**src/rtl/demux_pkg.sv**
```systemverilog
// Shared constants, state encoding and rotating-priority pick helper
// for the demux issue scheduler.
package demux_pkg;

    localparam int CH_W   = 2;
    localparam int NUM_CH = 4;

    localparam logic [0:0] IDLE = 1'b0;
    localparam logic [0:0] PEND = 1'b1;

    typedef logic [CH_W:0] pick_t;

    // Returns {found, idx}: first non-busy channel starting at ptr, wrapping.
    function automatic pick_t rr_pick(
        input logic [CH_W-1:0]   ptr,
        input logic [NUM_CH-1:0] busy
    );
        pick_t           r;
        logic [CH_W-1:0] c;
        r = '0;
        for (int i = NUM_CH - 1; i >= 0; i--) begin
            c = ptr + CH_W'(i);
            if (!busy[c]) r = {1'b1, c};
        end
        return r;
    endfunction

endpackage

```
**src/rtl/demux_rr_arbiter.sv**
```systemverilog
// Combinational 4-way rotating-priority picker over the request vector.
module demux_rr_arbiter
    import demux_pkg::*;
(
    input  logic [CH_W-1:0]   ptr,
    input  logic [NUM_CH-1:0] req,
    output logic [CH_W-1:0]   idx,
    output logic              found
);

    pick_t pick;

    assign pick  = rr_pick(ptr, ~req);
    assign found = pick[CH_W];
    assign idx   = pick[CH_W-1:0];

endmodule

```
**src/rtl/demux_issue_sched.sv**
```systemverilog
// Issue scheduler feeding the 1-to-4 demux with registered in/sel/en.
// Optional per-channel saturating counters: DEMUX_ISSUE_SCHED_STATS_EN.
module demux_issue_sched
    import demux_pkg::*;
#(
    parameter int DATA_W = 1
) (
    input  logic              clk,
    input  logic              rst_n,
    input  logic              s_valid,
    output logic              s_ready,
    input  logic [DATA_W-1:0] s_data,
    input  logic [CH_W-1:0]   s_dest,
    input  logic              s_dest_vld,
    input  logic [NUM_CH-1:0] ch_busy,
    output logic [DATA_W-1:0] d_in,
    output logic [CH_W-1:0]   d_sel,
    output logic              d_en,
    output logic [CH_W-1:0]   rr_ptr
`ifdef DEMUX_ISSUE_SCHED_STATS_EN
    ,
    output logic [31:0]       ch_cnt
`endif
);

    logic              state;
    logic              state_nxt;
    logic [DATA_W-1:0] pend_data;
    logic [CH_W-1:0]   pend_dest;
    logic              pend_dvld;
    logic [CH_W-1:0]   rr_idx;
    logic              rr_found;
    logic [CH_W-1:0]   target;
    logic              eligible;
    logic              accept;
    logic              issue;

    demux_rr_arbiter u_arb (
        .ptr   (rr_ptr),
        .req   (~ch_busy),
        .idx   (rr_idx),
        .found (rr_found)
    );

    always_comb begin
        target   = pend_dvld ? pend_dest : rr_idx;
        eligible = pend_dvld ? !ch_busy[pend_dest] : rr_found;
        accept   = (state == IDLE) && s_valid && s_ready;
        issue    = (state == PEND) && eligible;
    end

    always_comb begin
        state_nxt = state;
        unique case (state)
            IDLE:    if (accept) state_nxt = PEND;
            PEND:    if (issue)  state_nxt = IDLE;
            default: state_nxt = IDLE;
        endcase
    end

    // s_ready is registered so it stays low for the whole reset window.
    always_ff @(posedge clk) begin
        if (!rst_n) begin
            state     <= IDLE;
            s_ready   <= 1'b0;
            pend_data <= '0;
            pend_dest <= '0;
            pend_dvld <= 1'b0;
            d_in      <= '0;
            d_sel     <= '0;
            d_en      <= 1'b0;
            rr_ptr    <= '0;
        end else begin
            state   <= state_nxt;
            s_ready <= (state_nxt == IDLE);
            d_en    <= issue;
            if (accept) begin
                pend_data <= s_data;
                pend_dest <= s_dest;
                pend_dvld <= s_dest_vld;
            end
            if (issue) begin
                d_in  <= pend_data;
                d_sel <= target;
            end
            if (issue && !pend_dvld) begin
                rr_ptr <= target + CH_W'(1);
            end
        end
    end

`ifdef DEMUX_ISSUE_SCHED_STATS_EN
    logic [7:0] cnt [NUM_CH];

    always_ff @(posedge clk) begin
        if (!rst_n) begin
            for (int i = 0; i < NUM_CH; i++) cnt[i] <= '0;
        end else begin
            for (int i = 0; i < NUM_CH; i++) begin
                if (d_en && d_sel == CH_W'(i) && cnt[i] != 8'hFF) begin
                    cnt[i] <= cnt[i] + 8'd1;
                end
            end
        end
    end

    assign ch_cnt = {cnt[3], cnt[2], cnt[1], cnt[0]};
`endif

endmodule

```
**config.mk**
```make
export PLATFORM = sky130hd
export DESIGN_NAME = demux_issue_sched
export DESIGN_NICKNAME = d
export VERILOG_FILES = /design/src/rtl/demux_pkg.sv /design/src/rtl/demux_rr_arbiter.sv /design/src/rtl/demux_issue_sched.sv
export SDC_FILE = /design/constraint.sdc
export NUM_CORES = 1
export LEC_CHECK = 0
export BUFFER_PORTS_ARGS = -buffer_cell sky130_fd_sc_hd__buf_2
export CAP_MARGIN = 15
export CELL_PAD_IN_SITES_DETAIL_PLACEMENT = 0
export CELL_PAD_IN_SITES_GLOBAL_PLACEMENT = 2
export CORE_MARGIN = 2
export CORE_UTILIZATION = 26
export CTS_CLUSTER_SIZE = 40
export DETAILED_ROUTE_END_ITERATION = 6
export PLACE_DENSITY_LB_ADDON = 0.15
export SYNTH_ARGS = -nofsm -noshare
export SYNTH_HDL_FRONTEND = slang
export SYNTH_SLANG_ARGS = --single-unit
```
**constraint.sdc**
```tcl
create_clock -name clk -period 1.5 [get_ports clk]
set_clock_uncertainty 0.15 [all_clocks]
set_input_delay 0.075 -clock clk [delete_from_list [all_inputs] [get_ports clk]]
set_output_delay 0.075 -clock clk [all_outputs]
set_load 0.01 [all_outputs]
```
# After elaboration in Yosys (flattened, before gate mapping)
# Index checks and enable logic that the tools add are counted.
# word_totals
ff_bits,12
inputBits,11
out_inout_bits,7
# classes
addsub,4
magnitude_cmp,5
n_mux,19
bitwise,4
reduce_logical,6
# ops
cell,count
$lt 2x3->1 const B,5
$mux 3,4
$bmux 1 s2,5
$mux 1,8
$not 4->4,2
$add 2x1->2 const B,2
$add 2x2->2 const B,2
$logic_and 1x1->1,4
$logic_not 1->1,2
$mux 2,1
$not 1->1,2
$pmux 1 s2,1

# Depth between registers and ports, before layout
# Gate-level depths: netlist of run 1.
# depth
depth_word,13
ltp_mapped,4

# By module
# A second synthesis of run 1 with hierarchy kept.
# unflattened
cells_unflattened,65
area_unflattened_um2,613.1
# by_module_without_submodules
mod,n_inst,cells_per_inst,area_each_um2
demux_issue_sched,1,52,535.5
demux_rr_arbiter,1,13,77.6

# Worst setup path before layout of run 1
# OpenSTA, ideal clock, no wires.
# synth_path
kind,register to register
startpoint,register pend_dest[1]
endpoint,register d_sel[1]
setup_ns,0.130
arrival_ns,1.235
setup_slack_ns,-0.015
stages_incl_launch_ff,5
path_buffers,0
synth_period_minus_slack_ns,1.515
cell_sequence,dfxtp_1 > mux4_2 > nand2_2 > and2_4 > a311oi_2
# synth_via
elab_chain_len,5
# synth_lines
element,line,source
from (decl),demux_issue_sched.sv:29,logic [CH_W-1:0] pend_dest;
from (signal assigned),demux_issue_sched.sv:79,pend_dest <= s_dest;
$bmux 1 s2,demux_issue_sched.sv:47,eligible = pend_dvld ? !ch_busy[pend_dest] : rr_found;
$mux 1 (implied by the code),demux_issue_sched.sv:47,
$logic_not 1->1,demux_issue_sched.sv:47,
$mux 1,demux_issue_sched.sv:47,
$logic_and 1x1->1,demux_issue_sched.sv:49,issue = (state == PEND) && eligible;
to (signal assigned),demux_issue_sched.sv:84,d_sel <= target;
to (decl),demux_issue_sched.sv:17,"output logic [CH_W-1:0] d_sel,"
# Several ways; a longest one is shown, not always the timed one. The select of a mux whose other input is x is not followed.
# A chain may end at the register's enable or synchronous reset.

# Worst setup path in the final report of run 1
# layout_path
startpoint,register rr_ptr[1]
endpoint,register rr_ptr[1]
# layout_via
elab_chain_len,10
# layout_lines
element,line,source
from (decl),demux_issue_sched.sv:19,output logic [CH_W-1:0] rr_ptr
from (signal assigned),demux_issue_sched.sv:87,rr_ptr <= target + CH_W'(1);
$add 2x2->2,demux_pkg.sv:22,c = ptr + CH_W'(i);
$bmux 1 s2,demux_pkg.sv:23,"if (!busy[c]) r = {1'b1, c};"
$mux 1 (implied by the code),demux_pkg.sv:23,
$mux 3 (3 in series),demux_pkg.sv:23,
$mux 3 *,demux_pkg.sv:23,
"parallel branches: the longest is 3 deep, another holds $add 2x1->2",-,
# Every way passes the cells marked *. The select of a mux whose other input is x is not followed.

==> out/results.tsv, run 1 <==
metric	value	unit
outcome	finished with violations	
failing checks	negative setup slack	
RSZ-0062 raised after global routing	true	
Placed Area	786	um^2
buffers added on ports	17	
Setup WS post-layout	-0.00741	ns
Max FO, Critical Path	4	
yosys warns	0	
Total Routing Usage GR	13.4	%
Seq/Total Area, Yosys	38.3	%
Hold EP	rr_ptr[0]$_SDFFE_PN0P_	
largest net degree at the start of global routing	9	
die height	53.1	um
CP arrival	1.52	ns
switching pwr	0.220	mW
Via density	4.98	
reg2reg start	rr_ptr[1]$_SDFFE_PN0P_	
CORE AREA	2250	um^2
H-tree levels	1	
CTS tree	built	
pwr dens	874	nW/um^2
fin crit period	1.51	ns
startpoint types	register	
fraction of registers with async set/reset	0	%
global route overflow	0	
clock group share of total power	32.4	%
count of cell types in the netlist	32	
Clock Tree Buf Depth	2	
Avg Inst Size Synth	9.36	um^2
R2R Setup Slk	-0.007	ns
post-place setup slack	-0.0425	ns
DR iter-0 viols	15	
Slew Limit Headroom	78.9	%
LEAKAGE	0.415	nW
area of the mapped netlist	627	um^2
ratio of cells with drive above 1 in the final layout	39.4	%
Worst Max-Slew Pin Slew	0.316	ns
worst-skew pair later-pin latency	0.27	ns
CP endpoint kind	register	
Root Driver	clkbuf_4	
Slew Viols, Final	0	
initial antenna violation count	0	
worst hold margin	0.110	ns
GP Congestion	0.656	
switch share	27.4	%
Reg2Reg Depth	5	
Clk pin slew, worst setup/hold paths	0.08	ns
first-pass GRT wire length	2680	um
# rows	17	
DR vias	633	
max_cap viols	0	
final setup violation count	1	
Ports	18	
DIE AREA	2820	um^2
post-route ant nets	0	
Post-synth EDFFs	0	
P_int	0.583	mW
Critical R2R Capture	rr_ptr[1]$_SDFFE_PN0P_	
hold_sp	ch_busy[0]	
CP Class	reg -> reg	
Top FF cell, synth	dfxtp_1	
final hold vios	0	
Setup Fix Bufs, Post-CTS	0	
clk sinks	12	
Num CTS Buffers	3	
worst hold path cell count	3	
Hold Crit Class	in -> reg	
layout net count	111	
residual DRC count	0	
drt first pass iters	4	
register share of total power	44.7	%
fin area	918	um^2
maximum vdd drop	0.608	mV
synthesized flop and latch total	12	
post-DR wirelength/cell	12.4	um
Layout area overhead	46.5	%
Die W	53.1	um
Syn Inst Count	67	
FMAX	0.663	GHz
via count of the first global-routing pass	580	
Worst EP required	1.51	ns
Logic pwr share	23.0	%
Final period util	100	%
Initial Utilization	27.8	%
final WL	1580	um
HPWL after DPL	1180	um
syn nets	78	
Diodes inserted	0	
==> final cells by class <==
type / count / area [um^2]
Tap cell: 28 / 35.0
Inverter: 3 / 11.3
Timing Repair Buffer: 28 / 183
Clock buffer: 4 / 36.3
Multi-Input combinational cell: 52 / 410
Sequential cell: 12 / 243
Fill cell: 244 / 1340
==> worst max-delay path by stage <==
stage / startpoint / end / slack (ns) / cells past startpoint
global route: rr_ptr[1]$_SDFFE_PN0P_ / rr_ptr[1]$_SDFFE_PN0P_ / -0.11 / 5
finish: rr_ptr[1]$_SDFFE_PN0P_ / rr_ptr[1]$_SDFFE_PN0P_ / -0.007 / 5
floorplan: rr_ptr[1]$_SDFFE_PN0P_ / rr_ptr[1]$_SDFFE_PN0P_ / 0.01 / 4
CTS: rr_ptr[1]$_SDFFE_PN0P_ / rr_ptr[1]$_SDFFE_PN0P_ / -0.001 / 5
detailed placement: rr_ptr[1]$_SDFFE_PN0P_ / rr_ptr[1]$_SDFFE_PN0P_ / -0.04 / 5
global placement: rr_ptr[1]$_SDFFE_PN0P_ / rr_ptr[1]$_SDFFE_PN0P_ / -0.02 / 5
==> power by group through the flow <==
stage / Combinational [mW] / Sequential (mW) / Clock [mW]
3_3_place_gp: 0.163 / 0.364 / 0
6_report: 0.184 / 0.359 / 0.260
4_1_cts: 0.183 / 0.359 / 0.275
3_5_place_dp: 0.161 / 0.365 / 0
5_1_grt: 0.204 / 0.362 / 0.287
2_1_floorplan: 0.0870 / 0.370 / 0
==> registers in the layout, indices dropped and copies added (netlist names) <==
name / cells
d_en: 1
state: 1
s_ready: 1
pend_data: 1
d_in: 1
pend_dvld: 1
rr_ptr: 2
pend_dest: 2
d_sel: 2
==> cell families after synthesis <==
group | after synthesis | share of synthesized area, %
and+or+nand+nor | 25 | 22.4
DFF | 12 | 38.3
AOI/OAI and AO/OA | 20 | 24.4
muxes | 7 | 13.2
buffers and inverters | 3 | 1.80
==> metrics by stage <==
| step | power, mW | TNS, ns | std cells | util, % |
|---|---|---|---|---|
| final | 0.803 | -0.00741 | 127 | 40.7 |
| after floorplan | 0.457 | 0 | 67 | - |
| after global placement | 0.527 | -0.0186 | 117 | 34.9 |
| after global routing | 0.853 | -0.152 | 127 | 40.7 |
| after CTS | 0.817 | -0.00109 | 127 | 40.5 |
| after detailed placement | 0.526 | -0.0425 | 117 | 34.9 |
==> metal layers <==
layer / part of all wire [%] / GRT usage, % / routed length, um
met2: 50 / 21.9 / 796
met4: 1.1 / 8.97 / 18
met1: 46 / 16.4 / 726
met5: 0 / 0 / 0
met3: 2.4 / 1.69 / 38
==> synthesized netlist by cell type, drive strengths merged, types with 2 or more instances <==
cell,instances,area share [%]
nand2b,2,2.0
dfxtp,12,38
a21oi,4,3.8
o21a,3,3.8
nand2,4,2.8
nor2b,2,2.0
o21ai,2,1.6
nor3,2,1.6
nand3,3,2.4
and3,3,3.0
o21bai,2,2.4
inv,3,1.8
mux2i,6,9.6
nor2,4,2.4
==> critical path, stage by stage (launching register included) <==
cell      delay (ns)
dfxtp_2         0.34
nor2b_4         0.12
a222oi_1        0.34
buf_4           0.19
and4_1          0.20
nor3_2          0.05
==> cells in the final DEF (no fill, tap or decap), drive strengths merged, types with 2 or more instances in the layout <==
cell type,instances
buf,22
dfxtp,12
mux2i,6
dlygate4sd3,6
nor2,4
nand2,4
a21oi,4
clkbuf,4
inv,3
nand3,3
and3,3
o21a,3
nand2b,2
o21ai,2
o21bai,2
nor2b,2
nor3,2
==> timing repair <==
action | in CTS | in global routing
pin swaps | 3 | 2
hold buffers | 6 | 0
hold endpoints to repair | 9 | 0
endpoints found under the setup margin | 3 | 4
resized for setup | 7 | 1
(Power assumes the default switching activity.)
==> run 2, diff against run 1 <==
--- a/config.mk
+++ b/config.mk
@@ -14,6 +14,7 @@
 export CTS_CLUSTER_SIZE = 40
 export DETAILED_ROUTE_END_ITERATION = 6
 export PLACE_DENSITY_LB_ADDON = 0.15
+export RECOVER_POWER = 50
 export SYNTH_ARGS = -nofsm -noshare
 export SYNTH_HDL_FRONTEND = slang
 export SYNTH_SLANG_ARGS = --single-unit
==> run 2 against run 1 <==
  * The flow still finishes with violations (negative setup slack)
  * Register-to-register slack barely moved
  * Clock-buffer cell count did not move
  * Die area did not move
  * Critical path depth did not move
  * Power fell by 0.26%
  * Final cell count did not move
  * Sequential power barely moved
  * Cell area fell by 0.82%
  * Critical endpoint unchanged
  * Fmax barely moved
  * Global-route usage did not move
  * First-iteration DRC count fell by 6.7%
  * Setup slack improved by 0.00084 ns
==> out/results.tsv, run 2 (synthesized netlist as in run 1, its figures left out) <==
metric	value	unit
outcome	finished with violations	
failing checks	negative setup slack	
CP endpoint kind	register	
Critical Path Max Stage Delay	0.34	ns
Max FO, Critical Path	4	
GP Congestion	0.656	
DIE AREA	2820	um^2
most frequent cells in the layout	buf_2 (11), dfxtp_1 (10), mux2i_1 (6), dlygate4sd3_1 (6), clkbuf_1 (6)	
drt first pass iters	4	
fin area	911	um^2
Slew Viols, Final	0	
crit path max-delay cell type	dfxtp_2	
LEAKAGE	0.390	nW
initial antenna violation count	0	
Hold Crit Class	in -> reg	
Placed Area	786	um^2
largest net degree at the start of global routing	9	
global route overflow	0	
Setup WS post-layout	-0.00657	ns
worst hold margin	0.110	ns
pwr dens	879	nW/um^2
Clock Tree Buf Depth	2	
CP arrival	1.52	ns
WP buf/inv	1	
DR iter-0 viols	14	
worst-skew pair later-pin latency	0.27	ns
Die W	53.1	um
Layout area overhead	45.3	%
Total Routing Usage GR	13.4	%
Top Registers	d_sel (2), pend_dest (2), rr_ptr (2)	
Final period util	100	%
CTS tree	built	
Num CTS Buffers	3	
ratio of cells with drive above 1 in the final layout	33.3	%
Initial Utilization	27.8	%
first-pass GRT wire length	2680	um
DR vias	634	
final WL	1590	um
residual DRC count	0	
die height	53.1	um
Worst EP required	1.51	ns
CORE AREA	2250	um^2
max_cap viols	0	
RSZ-0062 raised after global routing	true	
critical-path cell list	nor2b_4 -> a222oi_1 -> buf_4 -> and4_1 -> nor3_2	
final hold vios	0	
post-place setup slack	-0.0425	ns
maximum vdd drop	0.609	mV
clk sinks	12	
via count of the first global-routing pass	580	
final setup violation count	1	
FMAX	0.664	GHz
Total Power	0.801	mW
Root Driver	clkbuf_4	
startpoint types	register	
commonest non-fill, non-tap cell in the layout	buf_2	
CP Class	reg -> reg	
Setup Fix Bufs, Post-CTS	0	
Worst Max-Slew Pin Slew	0.315	ns
buffers added on ports	17	
fin crit period	1.51	ns
Slew Limit Headroom	79.0	%
layout net count	111	
Diodes inserted	0	
H-tree levels	1	
post-DR wirelength/cell	12.5	um
Fill cells	248	
HPWL after DPL	1180	um
# rows	17	
Ports	18	
delay-heaviest family, CP	simple AND/OR/NAND/NOR gates	
Clk pin slew, worst setup/hold paths	0.08	ns
setup_tns	-0.00657	ns
Via density	4.99	
post-route ant nets	0	
[run 2: metrics by stage]
step | utilization, % | cells
floorplan | - | 67
global placement | 34.9 | 117
detailed placement | 34.9 | 117
CTS | 40.5 | 127
global route | 40.4 | 127
finish | 40.4 | 127
[run 2: power breakdown]
part | switching (mW) | internal, mW | leakage (nW)
Combinational | 0.0892 | 0.0927 | 0.270
Clock | 0.112 | 0.147 | 0.0210
Sequential | 0.0190 | 0.340 | 0.0989
Total | 0.220 | 0.580 | 0.390
[run 2: layer usage]
metal	global-route usage, %	routed length [um]
met5	0	0
met4	8.97	18
met3	1.69	37
met2	21.9	797
met1	16.4	732
[run 2: repair_timing]
| action | 4_1_cts | 5_1_grt |
|---|---|---|
| pin swaps | 3 | 2 |
| resized for setup | 7 | 1 |
| hold buffers | 6 | 0 |
| endpoints found under the hold margin | 9 | 0 |
| setup endpoints to repair | 3 | 4 |
[run 2: path summary, 6_finish.rpt]
path / from / slack [ns] / cells after the start / end
max: rr_ptr[1]$_SDFFE_PN0P_ / -0.007 / 5 / rr_ptr[1]$_SDFFE_PN0P_
min reg2reg: pend_data$_SDFFE_PN0P_ / 0.33 / 2 / d_in$_SDFFE_PN0P_
min: ch_busy[0] / 0.11 / 3 / rr_ptr[0]$_SDFFE_PN0P_
max reg2reg: rr_ptr[1]$_SDFFE_PN0P_ / -0.007 / 5 / rr_ptr[1]$_SDFFE_PN0P_
[run 2: area by class of cell]
class | count | area, um^2 | share of cell area (%)
clock buffers | 4 | 36.3 | 3.98
flip-flops and latches | 12 | 243 | 26.6
multi-input cells | 52 | 410 | 45.1
well taps | 28 | 35.0 | 3.85
repair buffers | 28 | 175 | 19.2
inverters | 3 | 11.3 | 1.24
[run 2: worst reg2reg max path: stages (launching register included)]
cell	delay [ns]
dfxtp_2	0.34
nor2b_4	0.12
a222oi_1	0.34
buf_4	0.19
and4_1	0.20
nor3_2	0.05
